`src/rtl/tiro_nave.sv`:
```
// tiro_nave: player-ship projectile generator (optional auto-fire via TIRO_AUTO_EN)
module tiro_nave #(
    parameter int DIV       = 250000,
    parameter int PASSO     = 4,
    parameter int LARG_NAVE = 33,
    parameter int Y_TOPO    = 0,
    parameter int RECARGA   = 10
) (
    input  logic       CLOCK_50,
    input  logic       reset,
    input  logic       reiniciarJogo,
    input  logic       pausa,
    input  logic       disparo,
    input  logic [9:0] x_nave,
    input  logic [9:0] y_nave,
    input  logic       acerto,
    output logic [9:0] bola_nave_x,
    output logic [9:0] bola_nave_y,
    output logic       ativa,
    output logic [7:0] n_acertos
);
    typedef enum logic [1:0] {S_PRONTO, S_VOO, S_RECARGA} estado_t;

    localparam int DW = (DIV > 1) ? $clog2(DIV) : 1;
    localparam int CW = (RECARGA > 0) ? $clog2(RECARGA + 1) : 1;

    estado_t       estado, prox, fim;
    logic [DW-1:0] div_cnt;
    logic [CW-1:0] cont;
    logic [9:0]    pos_x, pos_y;
    logic          disp_ant, rst_jogo, borda, tick, topo, entra, sai;

    assign rst_jogo = reset | reiniciarJogo;
    assign borda    = disparo & ~disp_ant;
    assign tick     = (estado != S_PRONTO) && (div_cnt == DW'(DIV - 1));
    assign topo     = {22'd0, pos_y} < 32'(Y_TOPO + PASSO);
    assign entra    = (prox == S_VOO) && (estado != S_VOO);
    assign sai      = (estado == S_VOO) && (prox != S_VOO);
`ifdef TIRO_AUTO_EN
    assign fim      = disparo ? S_VOO : S_PRONTO;
`else
    assign fim      = S_PRONTO;
`endif

    // state register; pause freezes the FSM
    always_ff @(posedge CLOCK_50) begin
        if (rst_jogo)
            estado <= S_PRONTO;
        else if (!pausa)
            estado <= prox;
    end

    // next-state: fire edge launches, hit beats top, cooldown end returns to ready (or re-fires)
    always_comb begin
        prox = estado;
        unique case (estado)
            S_PRONTO:  prox = borda ? S_VOO : S_PRONTO;
            S_VOO:     prox = (acerto || (tick && topo)) ? S_RECARGA : S_VOO;
            S_RECARGA: prox = (cont == '0) ? fim : S_RECARGA;
            default:   prox = S_PRONTO;
        endcase
    end

    // outputs come straight from registers
    always_comb begin
        ativa       = (estado == S_VOO);
        bola_nave_x = pos_x;
        bola_nave_y = pos_y;
    end

    // previous-button register keeps tracking during pause so a held button never fires on resume
    always_ff @(posedge CLOCK_50) begin
        if (rst_jogo)
            disp_ant <= 1'b1;
        else
            disp_ant <= disparo;
    end

    // step divider runs only while flying or reloading and restarts on every state change
    always_ff @(posedge CLOCK_50) begin
        if (rst_jogo)
            div_cnt <= '0;
        else if (!pausa)
            div_cnt <= (prox != estado || estado == S_PRONTO || tick) ? '0 : div_cnt + DW'(1);
    end

    // shot position: spawn at the nose, climb on ticks, park at (0,0) when leaving flight
    always_ff @(posedge CLOCK_50) begin
        if (rst_jogo) begin
            pos_x <= '0;
            pos_y <= '0;
        end else if (!pausa) begin
            if (entra) begin
                pos_x <= x_nave + 10'(LARG_NAVE / 2);
                pos_y <= y_nave - 10'd2;
            end else if (sai) begin
                pos_x <= '0;
                pos_y <= '0;
            end else if (estado == S_VOO && tick)
                pos_y <= pos_y - 10'(PASSO);
        end
    end

    // reload cooldown in steps, loaded on entry to RECARGA
    always_ff @(posedge CLOCK_50) begin
        if (rst_jogo)
            cont <= '0;
        else if (!pausa) begin
            if (prox == S_RECARGA && estado != S_RECARGA)
                cont <= CW'(RECARGA);
            else if (estado == S_RECARGA && tick && cont != '0)
                cont <= cont - CW'(1);
        end
    end

    // saturating hit counter, only hits during flight count
    always_ff @(posedge CLOCK_50) begin
        if (rst_jogo)
            n_acertos <= '0;
        else if (!pausa && estado == S_VOO && acerto && n_acertos != 8'hFF)
            n_acertos <= n_acertos + 8'd1;
    end
endmodule

```
`config.mk`:
```
export PLATFORM = sky130hd
export DESIGN_NAME = tiro_nave
export DESIGN_NICKNAME = d
export VERILOG_FILES = /design/src/rtl/tiro_nave.sv
export SDC_FILE = /design/constraint.sdc
export NUM_CORES = 1
export LEC_CHECK = 0
export ABC_AREA = 1
export ABC_CLOCK_PERIOD_IN_PS = 5500
export BUFFER_PORTS_ARGS = -buffer_cell sky130_fd_sc_hd__buf_4
export CORE_MARGIN = 3
export CORE_UTILIZATION = 30
export DETAILED_ROUTE_END_ITERATION = 12
export PLACE_DENSITY = 0.54
export SYNTH_ARGS = -nofsm -noshare
export SYNTH_HDL_FRONTEND = slang
export SYNTH_SLANG_ARGS = --single-unit
```
`constraint.sdc`:
```
create_clock -name CLOCK_50 -period 5.5 [get_ports CLOCK_50]
set_input_delay 1.65 -clock CLOCK_50 [delete_from_list [all_inputs] [get_ports CLOCK_50]]
set_output_delay 1.65 -clock CLOCK_50 [all_outputs]
set_load 0.02 [all_outputs]
```
## Yosys cells after proc, flatten, opt, wreduce, memory -nomap -nowiden

Cells that the tools add are included.

- Output and inout port bits: 29
- Bits of input ports: 26
- Register bits: 53
- Word-level logic and storage cells: 65

- $lt $le $gt $ge: 1
- Mux-type cells: 12
- $add $sub $neg: 6
- Bitwise logic cells: 4
- Reductions and logical operators: 25
- Eq/ne operators: 10

Operators with widths:

| kind | count |
|---|---|
| $mux W10 | 5 |
| $add A18 B1 Y18 const B | 1 |
| $eq A18 B18 Y1 const B | 1 |
| $mux W18 | 1 |
| $logic_and A1 B1 Y1 | 11 |
| $add A10 B5 Y10 const B | 1 |
| $lt A10 B3 Y1 const B | 1 |
| $sub A10 B2 Y10 const B | 1 |
| $sub A10 B3 Y10 const B | 1 |
| $add A8 B1 Y8 const B | 1 |
| $mux W4 | 2 |
| $ne A8 B8 Y1 const B | 1 |
| $pmux W2 S3 | 1 |
| $reduce_and A2 Y1 | 3 |
| $reduce_bool A2 Y1 | 3 |
| $eq A2 B1 Y1 const B | 2 |
| $eq A2 B2 Y1 const B | 2 |
| $logic_not A4 Y1 | 1 |
| $mux W2 | 2 |
| $ne A2 B1 Y1 const B | 2 |
| $reduce_bool A4 Y1 | 1 |
| $sub A4 B1 Y4 const B | 1 |
| $logic_or A1 B1 Y1 | 3 |
| $reduce_bool A3 Y1 | 1 |
| 8 further kinds | 9 |

## Depth between registers and ports, before layout

- Depth after elaboration: 10
- Gate-level depth with buffers: 16
- Depth with buffers taken out: 15

## Worst setup path after synthesis

Ideal clock, no wire load.

- Path kind: input to register
- Start: input port acerto
- End: register pos_x[8], in the netlist bola_nave_x[8]
- Library setup time: 70 ps
- Path buffers: 2
- Required time: 5430 ps
- Arrival: 3124 ps
- Stages on the path: 11
- Setup slack: 2306 ps
- Path through: inv_1 -> nand3_2 -> nand2_1 -> inv_1 -> ha_1 -> or2_2 -> clkbuf_1 -> nor2_1 -> buf_2 -> o21ai_0 -> a21oi_1

- Cells in the longest elaborated chain, start to end: 7
- Elaborated cells between the ends (all ways): 10
- Those cells by class: eq/ne: 2; mux: 3; reduce/logical: 5

Ends and longest elaborated chain:

| element | RTL line | text |
|---|---|---|
| start: declaration | 16 | `input logic acerto,` |
| $logic_or A1 B1 Y1 * | 58 | `S_VOO: prox = (acerto \|\| (tick && topo)) ? S_RECARGA : S_VOO;` |
| $mux W2 * | 58 |  |
| $pmux W2 S3 * | 56 | `unique case (estado)` |
| $eq A2 B1 Y1 or $ne A2 B1 Y1 (tied branches) | 37, 38 |  |
| $logic_and A1 B1 Y1, on equally long branches | 37, 38 |  |
| $reduce_bool A2 Y1 (no line) | n/a |  |
| $reduce_and A2 Y1 (no line) | n/a |  |
| end signal: assignment | 94 | `pos_x <= x_nave + 10'(LARG_NAVE / 2);` |
| end: declaration | 30 | `logic [9:0] pos_x, pos_y;` |

Every way passes the cells marked *; elsewhere a longest branch is shown, timed or not.
A chain may end at the register's enable or synchronous reset.

## Final worst setup path

Same ends and word-level chain as after synthesis.

==> run_results.csv <==
group,metric,value,unit
status,outcome,"complete, no violations",
cts,cts_tree,"done",
global_route,grt_max_degree,24,
placed_design,port_buffers,54,
pwr,vdd.ir_drop.worst,0.0000996,V
placed_design,dp_hpwl,5340,microns
global_route,antenna_found_initial,0,
pwr,pwr-share-clk,37.5,%
setup_path,criticalPathCategory,"input port to flop",
yosys,synth.yosys.seq_area_share,35.6,%
sta,drv_slew,0,
detailed_routing,via_count,2709,
pwr,powerDensity,205,nW/um^2
detailed_routing,drc,0,
cts,ctsHoldBuffers,0,
layout,drive_gt1_share,20.6,%
yosys,yosys_register_bits,53,
layout,layout_common_cells,"nand2_1 (82), buf_4 (55), inv_1 (54)",
sta,hold_violations,0,
layout,areaGrowthSynthToFinish,21.1,%
sta,setup_viol,0,
floorplan,die-area,11200,sq um
floorplan,die_h,106,microns
pwr,leakagePower,1.54,nW
sta,holdWs,0.475,ns
cts,htree_levels,2,
layout,fin_util,38.2,%
yosys,yosysWarnings,0,
cts,cts_inserted_buffers,5,
sta,fin_crit,3.47,ns
flow_run,drv_cap,0,
detailed_routing,ant_nets,0,
sta,fin_skew,0.0108,ns
setup_path,cpMostUsedCell,"inv_1",
yosys,synth_fp_nets,453,
setup_path,end_kind,"flop",
global_route,grtUsageTotal,12.7,%
sta,setup_tns,0,ns
yosys,ys_types,37,
global_route,grt_pass1_wl,12000,microns
setup_path,crit_fanout,14,
pwr,p_switching,0.000175,W
setup_path,r2r_start,"div_cnt[0]",
floorplan,num_rows,35,
global_route,grt_pass1_vias,2768,
sta,post-route-period-util,63.1,%
pwr,power_frac_seq,52.6,%
setup_path,path_cells,"buf_4, inv_1, nand3_2, nand2_1, inv_1, ha_1, or2_2, nor2_1, o21ai_0, a21oi_1",
pwr,p_int,0.000564,W
floorplan,fp.dieW,106,microns
sta,worst_slew_pin_slew,0.748,ns
cts,clk_latency,0.31,ns
layout,final_nets,505,
floorplan,ios,55,
cts,post_cts.repair.setup_buffers,0,
placed_design,place.gp.congestion,0.839,
setup_path,worstReg2RegEnd,"bola_nave_x[8]",
cts,cts_root_buffer,"clkbuf_8",
detailed_routing,wl_per_cell,11.5,microns
layout,insertedDiodeCount,0,
setup_path,cp_top_family,"simple AND/OR/NAND/NOR gates",
layout,layout_commonest_cell,"nand2_1",
detailed_routing,drt_pass1_iterations,4,
setup_path,ff2ff_path_depth,14,
detailed_routing,drt-total-wl,6890,microns
cts,cts_buffer_depth,2,
floorplan,fp.coreArea,9460,sq um
sta,rsz0062_at_grt,"false",
sta,maxSlewHeadroom,50.1,%
setup_path,worstPathArrival,3.70,ns
cts,clk_pin_slew,0.09,ns
detailed_routing,dr.first_iter.drc_count,91,
cts,ctsResizeCount,0,
setup_path,worstSetupPathDepth,10,
floorplan,initial_core_util,31.5,%
sta,fmaxAchievable,288,MHz
setup_path,worstSetupStartpointType,"input port",
setup_path,ff2ff_setup_slack,2.57,ns
yosys,syn_inst,418,
layout,fill_cells,1021,
yosys,avgSynthCellArea,7.13,sq um
min_path,hold_path.class,"flop to flop",
pwr,combPwrFrac,9.9,%
setup_path,cpMaxStageDelayCell,"nor2_1",
setup_path,crit_end,"bola_nave_x[8]",
global_route,globalRoute.totalOverflow,0,
cts,cts_sinks,53,
setup_path,cp_num_buf_inv,3,
detailed_routing,viasPerCell,4.52,
setup_path,crit_required,5.73,ns
setup_path,startpoint,"acerto",
pwr,swShare,23.7,%
setup_path,critPathMaxStageDelay,0.59,ns
yosys,syn_area,2980,sq um
registers in the layout, indices dropped and copies added, names as in the netlist:
name / count
cont: 4
bola_nave_y: 10
estado: 2
div_cnt: 18
n_acertos: 8
disp_ant: 1
bola_nave_x: 10
synthesized netlist by cell type (all sizes together):
master | instances | area [sq um]
nand2 | 90 | 363
a21oi | 33 | 165
a211oi | 2 | 15.0
or2 | 3 | 18.8
o21a | 2 | 15.0
dfxtp | 53 | 1060
nand3b | 4 | 42.5
xnor2 | 5 | 43.8
o21ai | 22 | 110
buf | 5 | 46.3
nor3 | 8 | 67.6
xor2 | 19 | 166
clkbuf | 5 | 18.8
nand4 | 8 | 56.3
o211ai | 2 | 15.0
a31oi | 2 | 12.5
inv | 55 | 206
o22ai | 1 | 6.26
nor4 | 6 | 43.8
nand3 | 18 | 95.1
a21o | 1 | 7.51
nor2 | 65 | 292
ha | 9 | 113
how the worst min path moves through the flow:
stage                              start        endpoint  slack (ns)  depth (start not counted)
after global placement    bola_nave_y[0]  bola_nave_y[0]        0.46                          2
after floorplan                  cont[1]         cont[1]        0.45                          2
final                     bola_nave_x[1]  bola_nave_x[1]        0.48                          2
after CTS                 bola_nave_x[1]  bola_nave_x[1]        0.48                          2
after global routing      bola_nave_x[0]  bola_nave_x[0]        0.50                          2
after detailed placement  bola_nave_x[9]  bola_nave_x[9]        0.46                          2
metal layers:
metal / vias to the layer above / part of all wire (%) / GRT usage [%] / routed length, microns
met5: - / 0 / 0 / 0
met3: 6 / 3.4 / 2.76 / 237
met2: 44 / 47 / 21.9 / 3220
li1: 1440 / - / - / -
met4: 0 / 0.62 / 3.52 / 43
met1: 1219 / 49 / 16.0 / 3390
per-stage QoR:
stage          cells  cell area [sq um]  setup slack [ns]  power, W
6_report         600               3610              2.03  0.000739
5_1_grt          600               3610              1.81  0.000773
4_1_cts          600               3610              2.03  0.000753
3_5_place_dp     592               3490              1.70  0.000471
3_3_place_gp     592               3490              1.76  0.000471
2_1_floorplan    418               2980              2.31  0.000443
layout make-up:
cell class,count,area (sq um),share of cell area (%)
timing repair buffer,55,413,11.4
multi-input combinational,300,1650,45.6
sequential,53,1060,29.4
clock buffer,6,82.6,2.29
inverter,55,206,5.72
clock inverter,2,37.5,1.04
tap,129,161,4.47
power by group through the flow:
stage                     Clock (W)  Combinational [W]  Sequential (W)
after detailed placement          0          0.0000736        0.000398
after CTS                  0.000290          0.0000740        0.000389
final                      0.000277          0.0000731        0.000389
after floorplan                   0          0.0000438        0.000399
after global placement            0          0.0000731        0.000398
after global routing       0.000301          0.0000825        0.000389
cells by family (layout without fill, tap and decap cells):
| logic type | after synthesis | count (layout) | share of synthesized area (%) |
|---|---|---|---|
| adder cells (fa/ha/maj) | 9 | 9 | 3.78 |
| AO/OA/AOI/OAI | 65 | 65 | 11.6 |
| XOR/XNOR | 24 | 24 | 7.05 |
| flip-flops | 53 | 53 | 35.6 |
| AND/OR/NAND/NOR | 202 | 202 | 32.8 |
| buffers and inverters | 65 | 118 | 9.11 |
tightest hold or removal path, stage by stage (launching register included):
cell     delay (ns)
dfxtp_1        0.32
nand2_1        0.06
a21oi_1        0.05
(Power assumes the default switching activity.)
